[src/rtl/dac_transmisor_pkg.sv]
// Shared constants, DAC power-down mode codes and transmitter state encoding.
// Used by the serial DAC transmitter and its SCLK tick generator.
package dac_pkg;

  localparam int DATA_W  = 12;
  localparam int FRAME_W = 16;

  // Power-down field sent in bits [13:12] of every frame
  localparam logic [1:0] MODO_NORMAL  = 2'b00;
  localparam logic [1:0] MODO_PD_1K   = 2'b01;
  localparam logic [1:0] MODO_PD_100K = 2'b10;
  localparam logic [1:0] MODO_PD_HIZ  = 2'b11;

  typedef enum logic [1:0] {
    ST_IDLE = 2'd0,
    ST_TX   = 2'd1,
    ST_FIN  = 2'd2
  } state_e;

endpackage

[src/rtl/dac_transmisor_sclk_tick.sv]
// SCLK half-period tick: one-cycle enable every DIV system clocks while en is high.
// Latency: first tick DIV cycles after en rises; counter forced to 0 whenever en is low.
// No backpressure: free-running while enabled.
module dac_sclk_tick #(
  parameter int DIV = 4
) (
  input  logic clk,
  input  logic rst,
  input  logic en,
  output logic tick
);

  localparam int CW = (DIV > 1) ? $clog2(DIV) : 1;

  logic [CW-1:0] cnt_q;

  assign tick = en && (cnt_q == CW'(DIV - 1));

  // Count 0..DIV-1 while enabled; held at zero otherwise so each frame starts aligned
  always_ff @(posedge clk) begin
    if (!rst || !en) begin
      cnt_q <= '0;
    end else if (tick) begin
      cnt_q <= '0;
    end else begin
      cnt_q <= cnt_q + CW'(1);
    end
  end

endmodule

[src/rtl/dac_transmisor.sv]
// SYNC-framed serial transmitter for the audio DAC: {2'b00, modo, sample}, MSB first.
// Latency: start edge to tx_listo = 1 + 34*DIV clk cycles; SYNC low for 32*DIV cycles.
// Starts are taken only in IDLE; requests while ocupado=1 are dropped, never queued.
module dac_transmisor #(
  parameter int DIV     = 4,
  parameter int DATA_W  = dac_pkg::DATA_W,
  parameter int FRAME_W = dac_pkg::FRAME_W
) (
  input  logic              clk,
  input  logic              rst,
  input  logic              inicio_tx,
  input  logic [DATA_W-1:0] paquete_bits,
  input  logic [1:0]        modo,
  output logic              SYNC,
  output logic              SCLK,
  output logic              dato_out,
  output logic              ocupado,
  output logic              tx_listo
);
  import dac_pkg::*;

  localparam int BCW = $clog2(FRAME_W + 1);

  state_e               state_q;
  logic [FRAME_W-1:0]   sr_q;
  logic [BCW-1:0]       bitcnt_q;
  logic                 fin_half_q;
  logic                 sync_q;
  logic                 sclk_q;
  logic                 dato_q;
  logic                 ocupado_q;
  logic                 listo_q;
  logic                 tick;
  logic [FRAME_W-1:0]   palabra;

  assign palabra = {2'b00, modo, paquete_bits};

  dac_sclk_tick #(
    .DIV (DIV)
  ) u_tick (
    .clk  (clk),
    .rst  (rst),
    .en   (state_q != ST_IDLE),
    .tick (tick)
  );

  // Frame sequencer: IDLE -> TX (32 SCLK toggles) -> FIN (2 ticks of SYNC-high gap) -> IDLE
  always_ff @(posedge clk) begin
    if (!rst) begin
      state_q    <= ST_IDLE;
      sr_q       <= '0;
      bitcnt_q   <= '0;
      fin_half_q <= 1'b0;
      sync_q     <= 1'b1;
      sclk_q     <= 1'b1;
      dato_q     <= 1'b0;
      ocupado_q  <= 1'b0;
      listo_q    <= 1'b0;
    end else begin
      listo_q <= 1'b0;
      case (state_q)
        ST_IDLE: begin
          sync_q    <= 1'b1;
          sclk_q    <= 1'b1;
          ocupado_q <= 1'b0;
          dato_q    <= 1'b0;
          if (inicio_tx) begin
            sr_q      <= palabra;
            bitcnt_q  <= BCW'(FRAME_W);
            state_q   <= ST_TX;
            sync_q    <= 1'b0;
            ocupado_q <= 1'b1;
            dato_q    <= palabra[FRAME_W-1];
          end
        end
        ST_TX: begin
          if (tick) begin
            if (sclk_q) begin
              // Falling toggle: the DAC samples the bit currently on dato_out
              sclk_q   <= 1'b0;
              bitcnt_q <= bitcnt_q - BCW'(1);
            end else begin
              sclk_q <= 1'b1;
              if (bitcnt_q != '0) begin
                dato_q <= sr_q[FRAME_W-2];
                sr_q   <= sr_q << 1;
              end else begin
                state_q    <= ST_FIN;
                sync_q     <= 1'b1;
                dato_q     <= 1'b0;
                fin_half_q <= 1'b0;
              end
            end
          end
        end
        ST_FIN: begin
          if (tick) begin
            if (fin_half_q) begin
              listo_q    <= 1'b1;
              ocupado_q  <= 1'b0;
              state_q    <= ST_IDLE;
              fin_half_q <= 1'b0;
            end else begin
              fin_half_q <= 1'b1;
            end
          end
        end
        default: state_q <= ST_IDLE;
      endcase
    end
  end

  assign SYNC     = sync_q;
  assign SCLK     = sclk_q;
  assign dato_out = dato_q;
  assign ocupado  = ocupado_q;
  assign tx_listo = listo_q;

endmodule

[config.mk]
export PLATFORM = sky130hd
export DESIGN_NAME = dac_transmisor
export DESIGN_NICKNAME = d
export VERILOG_FILES = /design/src/rtl/dac_transmisor_pkg.sv /design/src/rtl/dac_transmisor_sclk_tick.sv /design/src/rtl/dac_transmisor.sv
export SDC_FILE = /design/constraint.sdc
export NUM_CORES = 1
export LEC_CHECK = 0
export ABC_AREA = 1
export BUFFER_PORTS_ARGS = -buffer_cell sky130_fd_sc_hd__buf_2
export CORE_MARGIN = 5
export CORE_UTILIZATION = 26
export CTS_CLUSTER_SIZE = 25
export DETAILED_ROUTE_END_ITERATION = 10
export PLACE_DENSITY = 0.39
export SLEW_MARGIN = 25
export SYNTH_ARGS = -nofsm -noshare
export SYNTH_HDL_FRONTEND = slang
export SYNTH_SLANG_ARGS = --single-unit
[constraint.sdc]
create_clock -name clk -period 2.8 [get_ports clk]
set_clock_uncertainty 0.2 [all_clocks]
set_input_delay 0.7 -clock clk [delete_from_list [all_inputs] [get_ports clk]]
set_output_delay 0.7 -clock clk [all_outputs]
set_load 0.05 [all_outputs]
==> results by group <==
Detailed routing
  • Drt wl/cell: 11.50 µm
  • Iter 0 DRT Violations: 63
  • Via count: 1,434
  • Metal3 WL: ~120 µm
  • Final WL: 3854 µm
  • First-pass DRT Iterations: 4
  • DRC violations left: 0
  • Vias per cell: roughly 4.3
  • Highest metal used: met4
  • Met2 wire length: 1837 µm
  • Detail Route Antenna Nets: 0
  • Met1 wire length: 1859 µm

Pwr
  • Max VDD drop: just under 0.0005 V
  • PwrDens: between 1000 and 1500 nW/µm²
  • Leak pwr: 0.8905 nW

Clocking
  • Clock latency on the worst-skew pair: ~270 ps
  • CTS HTree Levels: 2
  • Clock root buffer: clkbuf_8
  • # clock sinks: 30
  • Cts bufs inserted: 5
  • Post-CTS Hold Buffers: 0
  • Post-CTS setup buffers: 0
  • Clk buf depth: 2
  • Clock transition at the registers of the reported paths: 70 ps
  • CTS tree: done
  • CTS resizes: 0

Cells and area
  • Fillers: 690
  • Layout cells sized above 1: 0.2115
  • N_diodes: 0
  • Layout area overhead: 14.64%
  • NumNets Final: roughly 280
  • Final cell count without fillers: 335

Yosys
  • Synthesis warning total: 0
  • Sequential area share after synthesis: 0.3678
  • Synth top area share: 0.3678
  • Synth Flop Type: dfxtp_1
  • Post-Syn Instances: 236
  • Synth area leaders: dfxtp_1, nand2_1, nor2_1, nand3b_1, nor2_2
  • Async S/R FF share, synth: 0
  • Area leader, netlist: dfxtp_1
  • Post-Syn Area per Cell: 6.919 µm²
  • Mapped Area: 1633 µm²
  • Post-synth EDFFs: 0
  • #FFs+latches synth: 30
  • Library cells used by synthesis: 27
  • Mapped Nets: ~260

Worst setup path
  • Critical Path, Cell by Cell: buf_2
  • Critical path class: flip-flop to primary output
  • Worst EP arrival: 1000 ps
  • Buf/Inv on CP: 1
  • CP delay by family, top: flip-flops
  • Worst path depth: 1
  • Worst path max stage delay: 430 ps
  • Setup crit end kind: primary output
  • FF-to-FF path depth: 10
  • Worst Path Required: 1900 ps
  • Slowest CP cell: dfxtp_1
  • Worst Setup Start Kind: flip-flop
  • CP max FO: 4

Worst hold path
  • Hold Path Cell Cnt: 1
  • Worst min-delay path category: flip-flop to flip-flop

Global route
  • Total gr overflow: 0
  • First-pass GRT wire length: 6417 µm
  • GRT Overall Usage: 0.1053
  • Vias in the first global route: roughly 1,400
  • Initial antenna violation count: 0
  • Pin count of the biggest net entering global routing: 20

STA
  • Final setup vio count: 0
  • RSZ-0062 raised after global routing: false
  • Actual slew at the worst max-slew pin: 386.9 ps
  • Fmax: 525.0 MHz
  • Slew HR: 0.7412
  • Pins Over Slew Limit: 0
  • Fin crit share: 0.6803
  • Final hold violations: 0
  • Setup TNS: 0 ps
  • Final min period: 1905 ps

Placement
  • DP Cell Count: 327
  • RD Place Congestion: ~0.72
  • DP HPWL: between 2000 and 3000 µm
  • Port-buffer cells: 21

Die
  • FP Rows: 28
  • I/O pin count: 22
  • Core ar.: 6026 µm²
  • Initial core utilization: 0.2710
  • Die ar.: 7965 µm²
  • Die W: 89.25 µm
  • Die Ht: about 90 µm

Job
  • Max Cap Viol: 0

Outcome
  • Status: finished, final reports clean
[cell type report]
cell class                 count  area, µm²  area share
multi-input combinational    177      877.1      0.4686
sequential                    30      600.6      0.3209
timing repair buffer          24      127.6     0.06818
tap                           75      93.84     0.05013
clock buffer                   7      86.33     0.04612
inverter                      21      81.33     0.04345
clock inverter                 1      5.005    0.002674
[logic make-up (layout without fill, tap and decap cells)]
family | count (synthesis) | in the layout | share of synthesized area
adders and majority gates | 2 | 2 | 0.01532
xor gates and xnor gates | 1 | 1 | 0.005365
and+or+nand+nor | 158 | 158 | 0.4659
buffers and inverters | 29 | 53 | 0.09502
DFF | 30 | 30 | 0.3678
AOI/OAI and AO/OA | 16 | 16 | 0.05058
[cell usage in the layout, fill, tap and decap left out]
| cell type | n |
|---|---|
| inv_1 | 17 |
| nand2_4 | 3 |
| nor3_1 | 2 |
| a21oi_1 | 9 |
| buf_4 | 3 |
| clkinv_1 | 1 |
| nor2_2 | 13 |
| nor2_8 | 1 |
| inv_4 | 1 |
| clkinv_2 | 1 |
| dfxtp_1 | 30 |
| nor3b_1 | 1 |
| inv_2 | 2 |
| nand3b_1 | 13 |
| nand2_1 | 77 |
| clkbuf_8 | 6 |
| nand4_4 | 1 |
| nand2_2 | 3 |
| xnor2_1 | 1 |
| nor2_1 | 32 |
| nand3_1 | 11 |
| buf_2 | 21 |
| ha_1 | 2 |
| o211ai_1 | 1 |
| nand4_1 | 1 |
| o21ai_0 | 6 |
| clkbuf_1 | 1 |
[flip-flops by register name, summed over array words and instances, names as in the netlist]
register,flops
u_tick.cnt_q,2
SCLK,1
fin_half_q,1
tx_listo,1
state_q,2
bitcnt_q,5
SYNC,1
sr_q,15
dato_out,1
ocupado,1
[report_power, final]
group | internal, mW | switching, mW
Combinational | 0.479 | 0.913
Sequential | 0.604 | 0.120
Clock | 0.198 | 0.163
Total | 1.28 | 1.20
[path summary, 6_finish.rpt]
kind                        start         endpoint  slack (ps)
setup / recovery             SCLK             SCLK         900
hold / removal    u_tick.cnt_q[0]  u_tick.cnt_q[0]         230
setup reg to reg       state_q[0]         sr_q[11]         920
hold reg to reg   u_tick.cnt_q[0]  u_tick.cnt_q[0]         230
[routing by layer]
| layer | up-vias | track usage |
|---|---|---|
| met3 | 2 | 0.02765 |
| met4 | 0 | 0.03654 |
| met2 | 18 | 0.1808 |
| met5 | - | 0 |
| li1 | 778 | - |
| met1 | 636 | 0.1266 |
[synth_stat cells (all sizes together), types with 6 or more instances]
| library cell | number |
|---|---|
| dfxtp | 30 |
| nor2 | 46 |
| a21oi | 9 |
| nand3b | 13 |
| nand2 | 83 |
| inv | 20 |
| buf | 6 |
| nand3 | 11 |
| o21ai | 6 |
[through the flow]
step | util | area (µm²) | power (mW) | worst slack (ps) | hold WS, ps
after global placement | 0.2955 | 1780 | 2.168 | 811.0 | 223.3
after detailed placement | 0.2955 | 1780 | 2.147 | 774.9 | 222.5
final | 0.3106 | 1872 | 2.478 | 895.2 | 226.9
after CTS | 0.3106 | 1872 | 2.521 | 877.8 | 231.2
after global routing | 0.3106 | 1872 | 2.729 | 726.0 | 282.2
after floorplan | - | 1633 | 1.973 | 1078 | 198.3
[worst reg2reg max path, stage by stage, from the launching register on]
cell and delay, ps:
dfxtp_1 350, inv_2 100, nor2_2 40, buf_4 190, nand2_1 130, nand2_2 120, nor2_8 260, nand2_4 100
inv_4 190, nor2_1 70, nor2_1 90
Power figures use the tool's default switching activity.
